**src/rtl/mag_accum_seq.sv**
```systemverilog
// mag_accum_seq
//   Running magnitude accumulator: for every accepted sample computes
//   f <= floor(sqrt(f + a*a)) with an iterative restoring square root that
//   produces one root bit per cycle. Ready/valid handshake on both sides.
//
//   Parameters
//     DATA_W  width of unsigned input sample a
//     ACC_W   radicand width (even, >= 2*DATA_W+2); root width R = ACC_W/2
//     CNT_W   sample-counter width (only with MAG_SAMPLE_COUNT_EN)
//
//   Ports
//     clk, reset   clock; synchronous active-high reset
//     a            input sample
//     valid_in     sample (and clear) valid this cycle
//     ready_in     block idle and able to accept a sample
//     clear        restart accumulation: previous f treated as 0
//     f            current root, zero-extended to ACC_W, registered
//     valid_out    f holds a new result awaiting handshake
//     ready_out    downstream accepts the result
//     sample_cnt   saturating accepted-sample count (MAG_SAMPLE_COUNT_EN only)
//
//   Optional feature macro: MAG_SAMPLE_COUNT_EN
module mag_accum_seq #(
  parameter int DATA_W = 8,
  parameter int ACC_W  = 20,
  parameter int CNT_W  = 8
) (
  input  logic              clk,
  input  logic              reset,
  input  logic [DATA_W-1:0] a,
  input  logic              valid_in,
  output logic              ready_in,
  input  logic              clear,
  output logic [ACC_W-1:0]  f,
  output logic              valid_out,
  input  logic              ready_out
`ifdef MAG_SAMPLE_COUNT_EN
  ,
  output logic [CNT_W-1:0]  sample_cnt
`endif
);

  localparam int R  = ACC_W / 2;
  localparam int IW = (R > 1) ? $clog2(R) : 1;

  typedef enum logic [1:0] {IDLE, SQRT, DONE} state_t;

  state_t           state, state_next;
  logic [ACC_W-1:0] rad;
  logic [R+1:0]     rem;
  logic [R-1:0]     root;
  logic [IW-1:0]    iter;

  logic [R+1:0]     rem_shift, trial, rem_step;
  logic [R-1:0]     root_step;
  logic             take;
  logic             last_iter;
  logic [ACC_W-1:0] a_ext, f_prev, rad_load;

  // One restoring-sqrt step. The remainder never exceeds 2*root, so its low
  // R bits are enough before shifting in the next radicand bit pair.
  always_comb begin
    rem_shift = {rem[R-1:0], rad[ACC_W-1 -: 2]};
    trial     = {root, 2'b01};
    take      = (rem_shift >= trial);
    rem_step  = take ? (rem_shift - trial) : rem_shift;
    root_step = {root[R-2:0], take};
    last_iter = (iter == '0);
    a_ext     = ACC_W'(a);
    f_prev    = clear ? '0 : ACC_W'(f[R-1:0]);
    rad_load  = (a_ext * a_ext) + f_prev;
  end

  always_comb begin
    state_next = state;
    ready_in   = 1'b0;
    case (state)
      IDLE: begin
        ready_in = 1'b1;
        if (valid_in) state_next = SQRT;
      end
      SQRT: if (last_iter) state_next = DONE;
      DONE: if (ready_out) state_next = IDLE;
      default: state_next = IDLE;
    endcase
  end

  always_ff @(posedge clk) begin
    if (reset) state <= IDLE;
    else       state <= state_next;
  end

  always_ff @(posedge clk) begin
    if (reset) begin
      f         <= '0;
      valid_out <= 1'b0;
      rad       <= '0;
      rem       <= '0;
      root      <= '0;
      iter      <= '0;
    end else begin
      case (state)
        IDLE: begin
          if (valid_in) begin
            rad  <= rad_load;
            rem  <= '0;
            root <= '0;
            iter <= IW'(R - 1);
          end
        end
        SQRT: begin
          rad  <= rad << 2;
          rem  <= rem_step;
          root <= root_step;
          if (last_iter) begin
            f         <= ACC_W'(root_step);
            valid_out <= 1'b1;
          end else begin
            iter <= iter - 1'b1;
          end
        end
        DONE: if (ready_out) valid_out <= 1'b0;
        default: ;
      endcase
    end
  end

`ifdef MAG_SAMPLE_COUNT_EN
  always_ff @(posedge clk) begin
    if (reset) begin
      sample_cnt <= '0;
    end else if (state == IDLE && valid_in) begin
      if (clear)                sample_cnt <= CNT_W'(1);
      else if (sample_cnt != '1) sample_cnt <= sample_cnt + 1'b1;
    end
  end
`endif

endmodule
```
**config.mk**
```make
export PLATFORM = sky130hd
export DESIGN_NAME = mag_accum_seq
export DESIGN_NICKNAME = d
export VERILOG_FILES = /design/src/rtl/mag_accum_seq.sv
export SDC_FILE = /design/constraint.sdc
export NUM_CORES = 1
export LEC_CHECK = 0
export ABC_AREA = 1
export CORE_UTILIZATION = 60
export CTS_CLUSTER_DIAMETER = 100
export DETAILED_ROUTE_END_ITERATION = 10
export HOLD_SLACK_MARGIN = 0.03
export PLACE_DENSITY = 0.81
export SYNTH_ARGS = -nofsm -noshare
export SYNTH_HDL_FRONTEND = slang
export SYNTH_SLANG_ARGS = --single-unit
```
**constraint.sdc**
```tcl
create_clock -name clk -period 14 [get_ports clk]
set_input_delay 2.8 -clock clk [delete_from_list [all_inputs] [get_ports clk]]
set_output_delay 2.8 -clock clk [all_outputs]
set_load 0.02 [all_outputs]
```
Word level (Yosys, flattened, before mapping) --
Cells that the tools add are included.
Cells by class: add/sub/neg operators 3, multiply operators 1, $lt $le $gt $ge 1, equality and inequality tests 6, multiplexer cells 19, reductions and logical operators 9
Operators by type and width (count):
- two-way mux 10 bit | 4
- one-hot mux 10 bit (2 select lines) | 2
- one-hot mux 20 bit (2 select lines) | 1
- two-way mux 20 bit | 1
- adder 16 x 10 -> 17 bit | 1
- multiplier 8 x 8 -> 16 bit | 1
- greater-or-equal comparator 12 bit | 1
- subtractor 10 bit | 1
- AND reduction 3 bit | 3
- two-way mux 4 bit | 2
- != test 2 bit, second input constant | 4
- one-hot mux 4 bit (2 select lines) | 1
- two-way mux 2 bit | 3
- one-hot mux 2 bit (3 select lines) | 1
- zero test 4 bit | 1
- AND reduction 2 bit | 2
- nonzero test 2 bit | 2
- subtractor 4 x 1 -> 4 bit, second input constant | 1
- two-way mux 1 bit | 3
- == test 2 x 1 -> 1 bit, second input constant | 1
- == test 2 bit, second input constant | 1
- zero test 2 bit | 1
- one-hot mux 1 bit (2 select lines) | 1
Storage, ports and cells: register bits after elaboration 57, input bits 13, output and inout port bits 22, word-level logic and storage cells 46

Longest topological paths before layout --
depth after elaboration 4, gate-level depth with buffers 21

Least setup slack after synthesis --
OpenSTA, ideal clock, no wires.
kind input-to-reg, start in a[6], end reg rad[15], arrival 6363 ps, setup slack 7567 ps, cell stages on the path 17, path buffers 1, path through clkbuf_1 -> nand2_1 -> inv_1 -> fa_1 -> fa_1 -> fa_1 -> inv_1 -> fa_1 -> inv_1 -> ha_1 -> a21oi_1 -> nor2_1 -> o21ai_0 -> nand3_1 -> nand2_1 -> nand3_1 -> a21oi_1
On the way: word-level cells in the longest chain between the ends 4
RTL lines:
- start: declaration | line 30 | input logic [DATA_W-1:0] a,
- multiplier 8 x 8 -> 16 bit | line 71 | rad_load = (a_ext * a_ext) + f_prev;
- adder 16 x 10 -> 17 bit | line 71
- two-way mux 20 bit | line 104 | if (valid_in) begin
- one-hot mux 20 bit (2 select lines) | line 102 | case (state)
- end signal: assignment | line 105 | rad <= rad_load;
- end signal: assignment | line 112 | rad <= rad << 2;
- end: declaration | line 49 | logic [ACC_W-1:0] rad;
Every way passes these cells. The select of a mux whose other input is x is not followed. A chain may end at the register's enable or synchronous reset.

Worst setup path after layout --
start in a[5], end reg rad[15]
The elaborated chain is that of the path after synthesis.

==> impl_metrics.csv <==
group,metric,value,unit
sta,clock.fmax,0.145,GHz
power_and_ir_drop,pwr-share-seq,23.7,%
synth,synth_area_leader_cell,"dfxtp_1",
setup_path,slowest_stage,"clkdlybuf4s50_1",
clock_tree,cts_buffers,9,
detailed_routing,ant_nets,0,
detailed_routing,dr.pass1.iters,7,
synth,yosysMostFrequentCell,"nand2_1",
floorplanning,start_util,62.7,%
detailed_routing,first_iter_violations,327,
setup_path,worstPathMaxFanout,11,
placed_design,dpl.hpwl,8.65,mm
detailed_routing,drt_wl_total,11.1,mm
synth,yosys_warnings,0,
synth,synth_area_leaders,"dfxtp_1 (22%), nand2_1 (13%), fa_1 (13%)",
placed_design,numPortBuffers,24,
synth,synth.ff_latch_count,57,
clock_tree,ctsLongestPathBuffers,2,
cells_and_area,fin_util,67.6,%
floorplanning,die_area,9100,sq um
power_and_ir_drop,vdd_ir_drop_max,0.0708,mV
sta,min_period,6.89,ns
synth,postSynth.asyncResetShare,0,%
clock_tree,cts-root-buf,"clkbuf_8",
sta,hold_viol,0,
floorplanning,core,8340,sq um
clock_tree,insertion_delay,0.33,ns
floorplanning,die_width,95.4,um
detailed_routing,viasPerCell,5.36,
setup_path,end_kind,"register",
cells_and_area,area_delta_synth_final,7.73,%
sta,final.period_utilization,49.2,%
sta,worst_pin_slew,0.927,ns
outcome,status,"finished clean",
global_route,grt_pass1_wl,19.6,mm
clock_tree,clk_pin_slew,0.06,ns
setup_path,path_common_cell,"fa_1",
synth,yosys_most_used_dff,"dfxtp_1",
power_and_ir_drop,p_sw,0.411,mW
clock_tree,postCtsSetupBuffers,0,
global_route,antenna_found_initial,0,
power_and_ir_drop,p_sw_share,46.8,%
worst_hold_path,hold_path_class,"register to register",
global_route,grt_max_degree,49,
synth,synth_top_area_share,21.8,%
synth,syn-cell-area,5230,sq um
placed_design,placed_area,5450,sq um
sta,slew_headroom,38.1,%
power_and_ir_drop,pwr-share-comb,59.4,%
global_route,track_usage,27.4,%
global_route,gr-total-overflow,0,
setup_path,worstPathArrival,7.15,ns
cells_and_area,nets,853,
sta,clock_skew,0.00554,ns
clock_tree,cts_tree,"done",
synth,ys_seq_area_share,21.8,%
setup_path,path_cells,"clkdlybuf4s50_1 > nand2_1 > inv_1 > fa_1 > fa_1 > fa_1 > inv_1 > fa_1 > inv_1 > ha_1 > a21oi_1 > nor2_1 > o21ai_0 > nand3_1 > nand2_1 > nand3_1 > a21oi_1",
synth,syn_area_per_cell,7.04,sq um
synth,ys_top_cells_by_count,"nand2_1 (187), inv_1 (157), a21oi_1 (62)",
power_and_ir_drop,powerDensity,156,nW/um^2
clock_tree,cts_resized,0,
global_route,grt_pass1_vias,4473,
clock_tree,htree_levels,3,
detailed_routing,post-route-drc-count,0,
setup_path,worst_setup_path_start_kind,"primary input",
sta,finalSetupViolations,0,
floorplanning,die_y,95.4,um
job,drv_cap,0,
floorplanning,row_count,33,
setup_path,path_class,"primary input to register",
sta,drv_slew,0,
sta,tns,0,ns
sta,rsz0062_at_grt,"no",
power_and_ir_drop,internal_power,0.467,mW
synth,syn_inst,743,
cells_and_area,final_area,5640,sq um
synth,synth-edff-count,0,
floorplanning,io_pins,35,
setup_path,path_buf_inv,4,
detailed_routing,wire_per_inst,12.8,um
detailed_routing,vias,4633,
placed_design,routabilityCongestion,0.917,
setup_path,cpPeakStageDelay,0.74,ns
clock_tree,postCtsHoldBufs,0,
cells_and_area,antennaDiodeCount,0,
power_and_ir_drop,leakage,2.86,nW
clock_tree,clock_sinks,57,
power_and_ir_drop,power_frac_clock,16.8,%
setup_path,worstPathRequired,14.26,ns
cells_and_area,layout-drive-gt1-share,4.34,%
setup_path,crit_family,"adder cells",
synth,yosysUniqueCellTypes,38,
[worst paths after layout]
| kind | startpoint | slack, ns | to | cells past startpoint |
|---|---|---|---|---|
| setup / recovery | a[5] | 7.11 | rad[15]$_SDFFE_PP0P_ | 17 |
| hold / removal | root[9]$_SDFFE_PP0P_ | 0.46 | root[9]$_SDFFE_PP0P_ | 2 |
| setup reg to reg | f[7]$_SDFFE_PP0P_ | 9.96 | rad[14]$_SDFFE_PP0P_ | 16 |
| hold reg to reg | root[9]$_SDFFE_PP0P_ | 0.46 | root[9]$_SDFFE_PP0P_ | 2 |
[registers in the layout, indices dropped and copies added (netlist names)]
register,flops
iter,4
root,10
rad,20
rem,10
f,10
state,2
valid_out,1
[stage by stage]
step                hold slack, ns  power [mW]  std cells  setup WS, ns
finish                       0.461       0.878        865          7.11
CTS                          0.464       0.877        865          7.12
detailed placement           0.454       0.726        849          6.78
global placement             0.450       0.708        849          6.92
global route                 0.487       0.967        865          6.78
floorplan                    0.439       0.629        752          7.57
[layout make-up]
type                    count  area (sq um)
flip-flops and latches     57          1140
clock buffers              13           149
fillers                   697          2710
multi-input cells         504          3330
clock inverters             3          40.0
repair buffers             25           248
inverters                 158           593
well taps                 105           131
[cell families (layout without fill, tap and decap cells)]
family	after synthesis	count (layout)	share of synthesized area, %
simple gates	288	288	24.0
buf+inv	191	199	15.1
compound gates	108	108	11.4
fa+ha+maj	85	85	25.4
flops	57	57	21.8
xor+xnor	13	13	2.18
other cells	1	10	0.0717
[cell usage in the layout (no fill, tap or decap), types with 3 or more instances in the layout]
cell	count
fa_1	35
a31oi_1	7
clkdlybuf4s50_1	24
a22oi_1	9
nor2_1	38
nand2_1	187
nand3_1	31
dfxtp_1	57
clkbuf_1	3
nor2_4	4
conb_1	10
nand4_1	13
xor2_1	8
ha_1	50
o21ai_0	23
nand2_2	3
inv_1	157
a21oi_1	62
xnor2_1	5
clkbuf_8	10
[worst reg2reg max path, cell delays in order (launching register included)]
cell,delay [ns]
dfxtp_1,0.37
inv_1,0.08
nor2_1,0.14
fa_1,0.46
fa_1,0.48
fa_1,0.49
inv_1,0.06
fa_1,0.54
inv_1,0.05
ha_1,0.35
a21oi_1,0.25
nor2_1,0.08
o21ai_0,0.23
nand3_1,0.11
nand2_1,0.07
nand3_1,0.07
a21oi_1,0.13
[power groups by stage]
stage          logic [mW]  registers (mW)  clock network (mW)
2_1_floorplan       0.419           0.210                   0
4_1_cts             0.520           0.208               0.149
6_report            0.522           0.208               0.148
5_1_grt             0.598           0.211               0.158
3_3_place_gp        0.499           0.209                   0
3_5_place_dp        0.515           0.211                   0
[routing by layer]
metal,vias up,track usage [%],routed length [um]
met3,32,5.42,679
li1,2310,-,-
met4,0,7.84,227
met1,2146,35.8,4950
met5,-,0,0
met2,145,46.1,5230
(Power assumes the default switching activity.)
